==> config.mk <==
export PLATFORM = sky130hd
export DESIGN_NAME = frame_painter
export DESIGN_NICKNAME = d
export VERILOG_FILES = /design/src/rtl/frame_pkg.sv /design/src/rtl/raster_xy.sv /design/src/rtl/frame_painter.sv
export SDC_FILE = /design/constraint.sdc
export NUM_CORES = 1
export LEC_CHECK = 0
export CORE_ASPECT_RATIO = 1.2
export CORE_MARGIN = 4
export CORE_UTILIZATION = 56
export DETAILED_ROUTE_END_ITERATION = 10
export PLACE_DENSITY = 0.85
export REMOVE_ABC_BUFFERS = 1
export SKIP_CTS_REPAIR_TIMING = 1
export SYNTH_ARGS = -nofsm -noshare
export SYNTH_HDL_FRONTEND = slang
export SYNTH_SLANG_ARGS = --single-unit
==> constraint.sdc <==
create_clock -name CLOCK -period 5.15 [get_ports CLOCK]
set_input_delay 1.2875 -clock CLOCK [delete_from_list [all_inputs] [get_ports CLOCK]]
set_output_delay 1.2875 -clock CLOCK [all_outputs]
set_load 0.01 [all_outputs]
==> src/rtl/frame_pkg.sv <==
// Shared constants, screen encodings and pipeline types for the frame painter.
package frame_pkg;

    localparam int H_RES_DEFAULT = 160;
    localparam int V_RES_DEFAULT = 120;
    localparam int COLOUR_W      = 3;

    typedef enum logic [1:0] {
        SCR_TITLE = 2'b00,
        SCR_GAME  = 2'b01,
        SCR_WIN   = 2'b10,
        SCR_LOSE  = 2'b11
    } screen_t;

    typedef enum logic [1:0] {
        IDLE,
        SWEEP,
        FLUSH,
        DONE_ST
    } state_t;

    // One in-flight pixel waiting for ROM data.
    typedef struct packed {
        logic       valid;
        logic [7:0] x;
        logic [6:0] y;
        logic       in_sprite;
    } pix_t;

endpackage

==> src/rtl/raster_xy.sv <==
// Raster x/y counter: synchronous clear, advance on enable, wraps at the frame end.
module raster_xy
    import frame_pkg::*;
#(
    parameter int H_RES = H_RES_DEFAULT,
    parameter int V_RES = V_RES_DEFAULT,
    parameter int XW    = 8,
    parameter int YW    = 7
) (
    input  logic          CLOCK,
    input  logic          RESETN,
    input  logic          clear,
    input  logic          enable,
    output logic [XW-1:0] x,
    output logic [YW-1:0] y,
    output logic          last
);

    logic row_end;

    assign row_end = (x == XW'(H_RES - 1));
    assign last    = row_end && (y == YW'(V_RES - 1));

    // NOTE: sequential state uses non-blocking assignments so every register samples pre-edge values.
    always_ff @(posedge CLOCK or negedge RESETN) begin
        if (!RESETN) begin
            x <= '0;
            y <= '0;
        end else if (clear) begin
            x <= '0;
            y <= '0;
        end else if (enable) begin
            if (row_end) begin
                x <= '0;
                y <= last ? '0 : y + YW'(1);
            end else begin
                x <= x + XW'(1);
            end
        end
    end

endmodule

==> src/rtl/frame_painter.sv <==
// Paints one full frame into the VGA adapter per trigger, compositing the car sprite on gameplay.
module frame_painter
    import frame_pkg::*;
#(
    parameter int                  H_RES       = H_RES_DEFAULT,
    parameter int                  V_RES       = V_RES_DEFAULT,
    parameter int                  ROM_LATENCY = 1,
    parameter int                  SPRITE_W    = 8,
    parameter int                  SPRITE_H    = 12,
    parameter logic [COLOUR_W-1:0] TRANSPARENT = 3'b101
) (
    input  logic                CLOCK,
    input  logic                RESETN,
    input  logic [1:0]          SCREEN,
    input  logic                START,
    input  logic [7:0]          CAR_X,
    input  logic [6:0]          CAR_Y,
    input  logic [COLOUR_W-1:0] BG_COLOUR,
    input  logic [COLOUR_W-1:0] SPR_COLOUR,
    output logic [14:0]         ROM_ADDR,
    output logic [6:0]          SPR_ADDR,
    output logic [7:0]          VGA_X,
    output logic [6:0]          VGA_Y,
    output logic [COLOUR_W-1:0] VGA_COLOUR,
    output logic                VGA_PLOT,
    output logic                BUSY,
    output logic                DONE
);

    localparam int FW = $clog2(ROM_LATENCY + 1) + 1;

    state_t        state;
    screen_t       scr_q;
    logic          pending;
    logic [7:0]    car_x_q;
    logic [6:0]    car_y_q;
    logic [FW-1:0] flush_cnt;

    logic [7:0] x;
    logic [6:0] y;
    logic       last;
    logic       trigger, abort, clear, enable;
    logic [7:0] dx, dy;
    logic       in_sprite;
    pix_t       pipe [ROM_LATENCY];

    assign trigger = (state == IDLE) && (pending || START || (screen_t'(SCREEN) != scr_q));
    assign abort   = ((state == SWEEP) || (state == FLUSH)) && (screen_t'(SCREEN) != scr_q);
    assign clear   = trigger || abort;
    assign enable  = (state == SWEEP);

    raster_xy #(.H_RES(H_RES), .V_RES(V_RES)) u_raster (
        .CLOCK (CLOCK),
        .RESETN(RESETN),
        .clear (clear),
        .enable(enable),
        .x     (x),
        .y     (y),
        .last  (last)
    );

    // Unsigned 8-bit offsets: positions left of or above the car wrap to large values and fall outside.
    assign dx        = x - car_x_q;
    assign dy        = {1'b0, y} - {1'b0, car_y_q};
    assign in_sprite = (scr_q == SCR_GAME) && (dx < 8'(SPRITE_W)) && (dy < 8'(SPRITE_H));
    assign SPR_ADDR  = 7'(dy * 8'(SPRITE_W) + dx);
    assign ROM_ADDR  = {y, x};

    always_ff @(posedge CLOCK or negedge RESETN) begin
        if (!RESETN) begin
            state     <= IDLE;
            scr_q     <= SCR_TITLE;
            pending   <= 1'b1;
            car_x_q   <= '0;
            car_y_q   <= '0;
            flush_cnt <= '0;
            BUSY      <= 1'b0;
            DONE      <= 1'b0;
        end else begin
            DONE <= 1'b0;
            case (state)
                IDLE: if (trigger) begin
                    scr_q   <= screen_t'(SCREEN);
                    car_x_q <= CAR_X;
                    car_y_q <= CAR_Y;
                    pending <= 1'b0;
                    BUSY    <= 1'b1;
                    state   <= SWEEP;
                end
                SWEEP: if (abort) begin
                    scr_q <= screen_t'(SCREEN);
                end else if (last) begin
                    flush_cnt <= '0;
                    state     <= FLUSH;
                end
                FLUSH: if (abort) begin
                    scr_q <= screen_t'(SCREEN);
                    state <= SWEEP;
                end else if (flush_cnt == FW'(ROM_LATENCY)) begin
                    BUSY  <= 1'b0;
                    DONE  <= 1'b1;
                    state <= DONE_ST;
                end else begin
                    flush_cnt <= flush_cnt + FW'(1);
                end
                default: state <= IDLE;
            endcase
            if (START && (state != IDLE))
                pending <= 1'b1;
        end
    end

    // Pixel tags travel beside the ROM read; an abort squashes every valid bit at once.
    // NOTE: the tag shift register is a handful of flops, so it is reset like ordinary state; a true RAM would not be.
    always_ff @(posedge CLOCK or negedge RESETN) begin
        if (!RESETN) begin
            for (int i = 0; i < ROM_LATENCY; i++)
                pipe[i] <= '0;
            VGA_X      <= '0;
            VGA_Y      <= '0;
            VGA_COLOUR <= '0;
            VGA_PLOT   <= 1'b0;
        end else begin
            pipe[0] <= '{valid: enable && !abort, x: x, y: y, in_sprite: in_sprite};
            for (int i = 1; i < ROM_LATENCY; i++) begin
                pipe[i]       <= pipe[i-1];
                pipe[i].valid <= pipe[i-1].valid && !abort;
            end
            VGA_PLOT   <= pipe[ROM_LATENCY-1].valid && !abort;
            VGA_X      <= pipe[ROM_LATENCY-1].x;
            VGA_Y      <= pipe[ROM_LATENCY-1].y;
            VGA_COLOUR <= (pipe[ROM_LATENCY-1].in_sprite && (SPR_COLOUR != TRANSPARENT))
                          ? SPR_COLOUR : BG_COLOUR;
        end
    end

endmodule

==> metrics.yaml <==
clock_tree:
  h-tree-depth: 3
  cts.clk_slew.worst_paths_ns: 0.08
  cts_max_path_buffers: 2
  cts_num_sinks: 75
  clock_latency_ns: 0.35
  tritoncts: "built"
  cts_buffers: 9
  root_buffer: "clkbuf_8"
timing:
  hold_viol_final: 0
  min_period_ns: 4.97
  rsz0062_at_grt: "false"
  finalCritPeriodShare_pct: 96.4
  fmax_mhz: 201
  worstMarginPinSlew_ns: 0.909
  final_max_slew_viol_count: 0
  finalSetupViolations: 0
  clock_skew_ns: 0.00734
  relSlewSlack_pct: 39.4
  setup_tns_ns: 0
critical_path:
  required_ns: 3.86
  crit_top_cell: "xnor2_1"
  cp.arrival_ns: 3.68
  cp_slowest_cell: "clkdlybuf4s50_1"
  crit_family: "adder cells"
  crit_fanout: 4
  slowest_delay_ns: 0.56
  critPathCaptureType: "primary output"
  path_buf_inv: 3
  startpoint_type: "flip-flop"
  critPathKind: "reg2out"
  crit_path_cell_trace: "inv_1 -> ha_1 -> fa_1 -> nor2b_1 -> o31ai_1 -> xor2_2 -> inv_1 -> ha_1 -> a21o_1 -> a21oi_1 -> xnor2_1 -> xnor2_1 -> xnor2_1 -> clkdlybuf4s50_1"
yosys:
  avgSynthCellArea_um2: 11.3
  ys.warnings.count: 0
  syn_area_um2: 3710
  synth_async_sr_flop_share_pct: 100
  yosysTopAreaCellShare_pct: 49.8
  synth_cell_types: 55
  synth_most_common_cell: "dfrtp_1"
  syn_inst: 329
  ys_seq_elements: 75
  synth-edff-count: 0
  synth_area_leaders: "dfrtp_1 50%, ha_1 7.7%, mux2_1 3.3%"
  synth_top_area_cell: "dfrtp_1"
  seq_area_frac_synth_pct: 50.6
  synth_ff_type: "dfrtp_1"
  synth_common_cells: "74 x dfrtp_1, 32 x inv_1, 23 x ha_1, 21 x a21oi_1, 18 x nand2_1"
place:
  portBuffers: 68
  hpwl_mm: 5.59
  gp_congestion: 0.807
floorplan:
  start_util_pct: 57.6
  core_area_um2: 6450
  ioPinCount: 69
  fp.dieH_um: 97.2
  die-area_um2: 8010
  rows: 32
  die_x_um: 82.4
power:
  powerDensity_nw_per_um2: 571
  ir_worst_vdd_v: 0.000514
  p_comb_share_pct: 50.8
  power.internal_mw: 1.72
  pwr-share-clk_pct: 20.2
  p_sw_uw: 983
  seqPwrFrac_pct: 29.0
  power.leakage_nw: 2.20
  p_total_mw: 2.71
  swShare_pct: 36.3
finish:
  utilization_pct: 73.6
  final_nets: 458
  n_antenna_cell: 0
  area_delta_synth_final_pct: 27.7
  drive_above_1_share_pct: 9.73
global_route:
  grt_overflow: 0
  grt_pass1_wl_mm: 13.0
  grt_max_degree: 76
  grt_use_total_pct: 21.1
  grt_pass1_vias: 2783
  antenna_found_initial: 0
run_status:
  status: "finished, final reports clean"
routing:
  first_pass_iters: 4
  ant_nets: 0
  drtIter0Drc: 113
  routed_wl_mm: 7.89
  wl_per_cell_um: 15.9
  vias: 2743
  viasPerCell: 5.53
  drcViolationCount: 0
job:
  maxCapViolations: 0
hold_path:
  hp-class: "reg2reg"
[worst reg2reg max path, stage by stage, from the launching register on]
cell and delay, ns:
dfrtp_1 0.44, inv_1 0.12, ha_1 0.17, inv_1 0.05
fa_1 0.41, and3_4 0.17, or3_1 0.36, a2111oi_2 0.44
o2111ai_1 0.20, nor4b_2 0.29
[metrics by stage]
stage / hold slack, ns / setup slack (ns) / instances / cell area (µm²)
final: 0.347 / 0.183 / 496 / 4740
after global placement: 0.332 / 0.602 / 478 / 4490
after floorplan: 0.331 / 1.19 / 324 / 3690
after CTS: 0.352 / 0.135 / 494 / 4730
after global routing: 0.350 / 0.0182 / 496 / 4740
after detailed placement: 0.336 / 0.530 / 478 / 4490
[placed cells by master, fill, tap and decap left out, types with 4 or more instances in the layout]
cell and instances:
a21oi_1 21, a22o_1 4, and3_1 4, buf_4 4, clkbuf_8 10, clkdlybuf4s50_1 67, dfrtp_1 74, ha_1 23
inv_1 32, mux2_1 11, mux2_2 9, nand2_1 18, nand2b_1 7, nand3_1 9, nor2_1 15, nor2b_1 7
o21ai_0 9, o21ai_1 4, xnor2_1 11, xor2_1 8
[power groups by stage]
stage | clock [mW] | sequential (mW) | combinational, mW
floorplan | 0 | 0.784 | 0.868
CTS | 0.552 | 0.786 | 1.37
global route | 0.581 | 0.801 | 1.49
finish | 0.548 | 0.785 | 1.37
global placement | 0 | 0.788 | 1.33
detailed placement | 0 | 0.797 | 1.36
[final timing paths]
check	start	end	slack, ns	depth (start not counted)
max in group asynchronous	RESETN	u_raster.y[3]	3.50	1
worst min register to register	pipe[14]	VGA_X[6]	0.35	0
worst max register to register	u_raster.y[0]	pipe[0]	2.40	9
worst min-delay path	pipe[14]	VGA_X[6]	0.35	0
worst max-delay path	u_raster.x[0]	SPR_ADDR[6]	0.18	14
min in group asynchronous	RESETN	pipe[13]	1.06	1
[area by class of cell]
type / count / area, µm²
fillers: 441 / 1700
clock buffers: 11 / 141
inverters: 32 / 120
flip-flops and latches: 75 / 1880
repair buffers: 71 / 701
clock inverters: 5 / 100
multi-input cells: 217 / 1700
well taps: 85 / 106
[cells by family (layout without fill, tap and decap cells)]
family / after synthesis / after routing / share of synthesized area, %
multiplexers: 23 / 23 / 6.87
buffers and inverters: 37 / 119 / 3.77
AND/OR/NAND/NOR: 85 / 85 / 13.0
adder cells (fa/ha/maj): 26 / 26 / 9.36
AO/OA/AOI/OAI: 63 / 63 / 11.6
XOR/XNOR: 20 / 20 / 4.92
flip-flops: 75 / 75 / 50.6
[state kept, by name, indices dropped and copies added (netlist names), 2 cells and up]
signal      count
pipe           17
u_raster.x      8
u_raster.y      7
flush_cnt       2
VGA_Y           7
VGA_COLOUR      3
VGA_X           8
state           2
scr_q           2
car_x_q         8
car_y_q         7
[per-layer routing]
| layer | GRT usage (%) | part of all wire (%) | routed length (µm) |
|---|---|---|---|
| met1 | 26.3 | 43 | 3360 |
| met2 | 34.8 | 50 | 3960 |
| met3 | 5.19 | 5.3 | 415 |
| met4 | 7.93 | 2.0 | 157 |
| met5 | 0 | 0 | 0 |
(Power assumes the default switching activity.)
